`config.mk`:
```
export PLATFORM = sky130hd
export DESIGN_NAME = cyber_player
export DESIGN_NICKNAME = d
export VERILOG_FILES = /design/src/rtl/cyber_player.sv
export SDC_FILE = /design/constraint.sdc
export NUM_CORES = 1
export LEC_CHECK = 0
export BUFFER_PORTS_ARGS = -buffer_cell sky130_fd_sc_hd__buf_2
export CAP_MARGIN = 25
export CELL_PAD_IN_SITES_DETAIL_PLACEMENT = 0
export CELL_PAD_IN_SITES_GLOBAL_PLACEMENT = 2
export CORE_ASPECT_RATIO = 1.25
export CORE_UTILIZATION = 34
export DETAILED_ROUTE_END_ITERATION = 16
export GPL_TIMING_DRIVEN = 0
export HOLD_SLACK_MARGIN = 0.1
export MAX_ROUTING_LAYER = met4
export PLACE_DENSITY = 0.85
export SLEW_MARGIN = 20
export SYNTH_ARGS = -nofsm -noshare
export SYNTH_HDL_FRONTEND = slang
export SYNTH_SLANG_ARGS = --single-unit
```
`constraint.sdc`:
```
create_clock -name clk -period 2.45 [get_ports clk]
set_input_delay 0.1225 -clock clk [delete_from_list [all_inputs] [get_ports clk]]
set_output_delay 0.1225 -clock clk [all_outputs]
set_load 0.02 [all_outputs]
```
`src/rtl/cyber_player.sv`:
```
// Computer opponent for tug-of-war: periodic decision ticks, LFSR versus difficulty,
// single-cycle press pulse for the playfield R input.
module cyber_player #(
    parameter int unsigned DIV_BITS = 24,
    parameter logic [9:0]  SEED     = 10'h001
) (
    input  logic       clk,
    input  logic       reset,
    input  logic       enable,
    input  logic       halt,
    input  logic [8:0] difficulty,
    output logic       press,
    output logic       tick,
    output logic [9:0] lfsr_q
);

    localparam int unsigned LFSR_W = 10;
    localparam logic [LFSR_W-1:0] SEED_SAFE = (SEED == '0) ? LFSR_W'(1) : SEED;
    localparam logic [DIV_BITS-1:0] CNT_MAX = '1;

    logic [DIV_BITS-1:0] cnt;
    logic [LFSR_W-1:0]   lfsr_step;
    logic [LFSR_W-1:0]   lfsr_next;

    // x^10 + x^7 + 1 Fibonacci step; the all-zero lock-up state is never loaded
    always_comb begin
        lfsr_step = {lfsr_q[8:0], lfsr_q[9] ^ lfsr_q[6]};
        lfsr_next = (lfsr_step == '0) ? LFSR_W'(1) : lfsr_step;
    end

    // Halt freezes the divider even on the wrap edge, so the tick fires once halt drops
    always_ff @(posedge clk) begin
        if (!reset) begin
            cnt    <= '0;
            lfsr_q <= SEED_SAFE;
            tick   <= 1'b0;
            press  <= 1'b0;
        end else begin
            tick  <= 1'b0;
            press <= 1'b0;
            if (!enable) begin
                cnt <= '0;
            end else if (!halt) begin
                if (cnt == CNT_MAX) begin
                    cnt    <= '0;
                    tick   <= 1'b1;
                    press  <= {1'b0, difficulty} > lfsr_q;
                    lfsr_q <= lfsr_next;
                end else begin
                    cnt <= cnt + DIV_BITS'(1);
                end
            end
        end
    end

endmodule

```
==> impl_metrics.prom <==
# TYPE chip_impl_metric gauge
chip_impl_metric{name="synth_largest_type_area_fraction",unit=""} 0.3792
chip_impl_metric{name="initial_core_util",unit=""} 0.3516
chip_impl_metric{name="setup_violations",unit=""} 0
chip_impl_metric{name="crit_required",unit="ns"} 2.61
chip_impl_metric{name="synth.cell_area",unit="µm²"} 1901
chip_impl_metric{name="power.static_leakage",unit="nW"} 0.7725
chip_impl_metric{name="num_io_pins",unit=""} 25
chip_impl_info{name="clockRootBuffer",value="sky130_fd_sc_hd__clkbuf_8"} 1
chip_impl_metric{name="area_growth",unit="%"} 15.47
chip_impl_metric{name="pwr-share-comb",unit=""} 0.043
chip_impl_metric{name="setup_tns",unit="ns"} 0
chip_impl_metric{name="area_occupied_by_multi_input_gates",unit="µm²"} 1084
chip_impl_metric{name="cts-buffers-inserted",unit=""} 5
chip_impl_info{name="cts_tree",value="built"} 1
chip_impl_info{name="worst_r2r_startpoint",value="cnt[0]$_SDFFE_PN0N_"} 1
chip_impl_info{name="min_path_type",value="input port to register"} 1
chip_impl_info{name="setup.worst_path.start_class",value="register"} 1
chip_impl_metric{name="synth.lib_cells_used.distinct",unit=""} 40
chip_impl_metric{name="htree_num_levels",unit=""} 2
chip_impl_metric{name="drc",unit=""} 0
chip_impl_metric{name="fill_cells",unit=""} 551
chip_impl_info{name="min_to",value="cnt[1]$_SDFFE_PN0N_"} 1
chip_impl_info{name="most_common_flop_cell_mapped_by_yosys",value="sky130_fd_sc_hd__dfxtp_1"} 1
chip_impl_metric{name="synth.ff_latch_count",unit=""} 36
chip_impl_metric{name="io_buffer_count",unit=""} 24
chip_impl_metric{name="ctsResizeCount",unit=""} 0
chip_impl_metric{name="timing.final.crit_share",unit=""} 0.9183
chip_impl_metric{name="worst_clock_skew",unit="ns"} 0.01124
chip_impl_metric{name="holdPathStages",unit=""} 3
chip_impl_metric{name="post_route_cells_drive_above_1_share",unit=""} 0.1490
chip_impl_metric{name="postCtsSetupRepairBufs",unit=""} 0
chip_impl_info{name="outcome",value="finished clean"} 1
chip_impl_metric{name="instances_no_fill",unit=""} 319
chip_impl_metric{name="worst_pin_slew",unit="ns"} 0.9046
chip_impl_metric{name="final_nets",unit=""} 277
chip_impl_metric{name="dr_total_vias",unit=""} 1702
chip_impl_metric{name="total_switching_power",unit="mW"} 0.2420
chip_impl_metric{name="drt.antenna.violating_nets",unit=""} 0
chip_impl_metric{name="clock_latency",unit="ns"} 0.29
chip_impl_metric{name="core.rowCount",unit=""} 30
chip_impl_metric{name="fmax",unit="MHz"} 444.5
chip_impl_metric{name="slew-limit-headroom",unit=""} 0.3919
chip_impl_metric{name="antenna_violations_before_repair",unit=""} 0
chip_impl_metric{name="dpl.hpwl",unit="µm"} 3101
chip_impl_metric{name="final_weighted_congestion_of_routability_driven_global_placement",unit=""} 0.7043
chip_impl_metric{name="sequentialPowerShare",unit=""} 0.544
chip_impl_info{name="yosys.cell_count.top_type",value="sky130_fd_sc_hd__dfxtp_1"} 1
chip_impl_metric{name="slew_viol_final",unit=""} 0
chip_impl_metric{name="power.clock.fraction",unit=""} 0.413
chip_impl_metric{name="min_period",unit="ns"} 2.250
chip_impl_metric{name="pin_count_of_the_biggest_net_entering_global_routing",unit=""} 12
chip_impl_metric{name="cp_data_arrival_time",unit="ns"} 2.41
chip_impl_metric{name="placedInstanceArea",unit="µm²"} 2101
chip_impl_metric{name="power.total",unit="mW"} 1.078
chip_impl_metric{name="first_iter_violations",unit=""} 76
chip_impl_metric{name="path_clk_slew",unit="ns"} 0.08
chip_impl_metric{name="power_per_cell_area",unit="nW/µm²"} 491.4
chip_impl_metric{name="grt_pass1_wl",unit="µm"} 6810
chip_impl_metric{name="yosys_warnings",unit=""} 0
chip_impl_metric{name="cts_hold_buf",unit=""} 0
chip_impl_metric{name="core_area",unit="µm²"} 5405
chip_impl_metric{name="maxCapViolations",unit=""} 0
chip_impl_metric{name="first_global_vias",unit=""} 1482
chip_impl_info{name="setup.worst_path.class",value="register to register"} 1
chip_impl_info{name="ys_top_cells_by_count",value="36 x sky130_fd_sc_hd__dfxtp_1, 21 x sky130_fd_sc_hd__o21ai_0, 18 x sky130_fd_sc_hd__nand3_1, 16 x sky130_fd_sc_hd__a21oi_1"} 1
chip_impl_metric{name="routedWlPerCell",unit="µm"} 13.07
chip_impl_metric{name="clockBufferDepth",unit=""} 2
chip_impl_metric{name="synthesized_area_per_cell",unit="µm²"} 8.523
chip_impl_metric{name="dr.pass1.iters",unit=""} 4
chip_impl_metric{name="sequential_element_share_of_the_synthesized_area",unit=""} 0.3792
chip_impl_metric{name="antenna_cells_inserted",unit=""} 0
chip_impl_metric{name="die_area",unit="µm²"} 5895
chip_impl_metric{name="ir_drop",unit="µV"} 258.3
chip_impl_info{name="synth_largest_area_cell",value="sky130_fd_sc_hd__dfxtp_1"} 1
chip_impl_metric{name="postLayoutCoreUtil",unit=""} 0.4060
chip_impl_metric{name="clock_sink_count",unit=""} 36
chip_impl_info{name="worst_min_delay_path_startpoint",value="halt"} 1
chip_impl_metric{name="globalRouteOverflowTotal",unit=""} 0
chip_impl_metric{name="design_area",unit="µm²"} 2195
chip_impl_metric{name="syn-instance-count",unit=""} 223
chip_impl_metric{name="die_w",unit="µm"} 68.87
chip_impl_metric{name="post-place-cells",unit=""} 311
chip_impl_info{name="synth.top_cells.by_area",value="sky130_fd_sc_hd__dfxtp_1 38%, sky130_fd_sc_hd__ha_1 6.6%, sky130_fd_sc_hd__o21ai_0 5.5%"} 1
chip_impl_metric{name="wirelength",unit="µm"} 4169
chip_impl_metric{name="synth_nets",unit=""} 246
chip_impl_metric{name="crit_fanout",unit=""} 10
chip_impl_metric{name="timing.final.hold_violations",unit=""} 0
chip_impl_metric{name="worst_r2r_path_depth",unit=""} 6
chip_impl_metric{name="p_int",unit="mW"} 0.8364
chip_impl_info{name="rr_endpoint",value="lfsr_q[0]$_SDFFE_PN1P_"} 1
chip_impl_metric{name="sequential_cell_area",unit="µm²"} 720.7
chip_impl_metric{name="grt_use_total",unit=""} 0.1583
chip_impl_info{name="worstSetupEndpointType",value="register"} 1
chip_impl_metric{name="die_y",unit="µm"} 85.59
chip_impl_metric{name="vias_per_cell",unit=""} 5.335
chip_impl_metric{name="power_switching_share",unit=""} 0.2244
chip_impl_metric{name="r2r_setup_slack",unit="ns"} 0.20
chip_impl_metric{name="synth-async-reset-ratio",unit=""} 0
chip_impl_metric{name="synth_edf_count",unit=""} 0
chip_impl_info{name="rsz_0062_raised_after_global_routing",value="false"} 1
[state kept, by name, indices dropped and copies added, names as in the netlist]
| register | count |
|---|---|
| cnt | 24 |
| lfsr_q | 10 |
| press | 1 |
| tick | 1 |
[cells in the final DEF (no fill, tap or decap), drive strengths merged, types with 2 or more instances in the layout]
cell type / n
inv: 10
or4: 5
o21ai: 21
nor3: 2
buf: 30
dfxtp: 36
xor2: 6
nor2b: 2
nand4: 10
and2: 5
a21oi: 16
nand2: 9
and4: 5
nand3b: 2
a21o: 2
xnor2: 4
nand4b: 2
o22ai: 2
nand3: 18
clkbuf: 13
a21boi: 9
and4b: 2
ha: 10
nor4: 3
o31ai: 2
nor2: 11
or3: 11
[power by group through the flow]
stage	sequential (mW)	combinational [mW]	clock, mW
3_3_place_gp	0.600	0.0473	0
5_1_grt	0.587	0.0529	0.488
2_1_floorplan	0.600	0.0271	0
4_1_cts	0.587	0.0474	0.462
3_5_place_dp	0.600	0.0472	0
6_report	0.587	0.0467	0.445
[metrics by stage]
stage          hold slack (ns)  worst slack (ns)
4_1_cts                 0.1339            0.1909
3_5_place_dp            0.4473            0.2139
6_report                0.1501            0.2001
3_3_place_gp            0.4463            0.2209
5_1_grt                 0.1369          0.003777
2_1_floorplan           0.2728            0.5231
[worst max-delay path by stage]
stage	slack, ns	startpoint	end
finish	0.20	cnt[0]$_SDFFE_PN0N_	lfsr_q[0]$_SDFFE_PN1P_
global route	0.004	cnt[0]$_SDFFE_PN0N_	lfsr_q[0]$_SDFFE_PN1P_
CTS	0.19	cnt[0]$_SDFFE_PN0N_	lfsr_q[0]$_SDFFE_PN1P_
detailed placement	0.21	cnt[0]$_SDFFE_PN0N_	lfsr_q[0]$_SDFFE_PN1P_
global placement	0.22	cnt[0]$_SDFFE_PN0N_	lfsr_q[0]$_SDFFE_PN1P_
floorplan	0.52	cnt[0]$_SDFFE_PN0N_	cnt[18]$_SDFFE_PN0N_
[per-layer routing]
metal	up-vias	track usage	part of all wire
met2	29	0.2498	0.48
met4	0	0.07607	0.029
li1	888	-	-
met3	8	0.03856	0.038
met1	777	0.1834	0.46
met5	-	-	0
[final cells by class]
type | count | share of cell area
tap | 64 | 0.03649
clock buffer | 7 | 0.03934
sequential | 36 | 0.3284
buffer | 12 | 0.02680
inverter | 10 | 0.01710
timing repair buffer | 24 | 0.05473
multi-input combinational | 165 | 0.4937
clock inverter | 1 | 0.003421
[logic make-up after synthesis]
group / after synthesis / synth area share
and+or+nand+nor: 89 / 0.2844
AOI/OAI and AO/OA: 56 / 0.1738
DFF: 36 / 0.3792
buffers and inverters: 22 / 0.05070
xor gates and xnor gates: 10 / 0.04608
adders and majority gates: 10 / 0.06583
[critical path: stages (launching register included)]
cell	delay, ns
sky130_fd_sc_hd__dfxtp_1	0.38
sky130_fd_sc_hd__ha_1	0.26
sky130_fd_sc_hd__nand4b_4	0.16
sky130_fd_sc_hd__or4_1	0.53
sky130_fd_sc_hd__buf_1	0.22
sky130_fd_sc_hd__a2111oi_0	0.44
sky130_fd_sc_hd__o21ai_0	0.12
No activity file was read; power rests on OpenSTA's default activity.
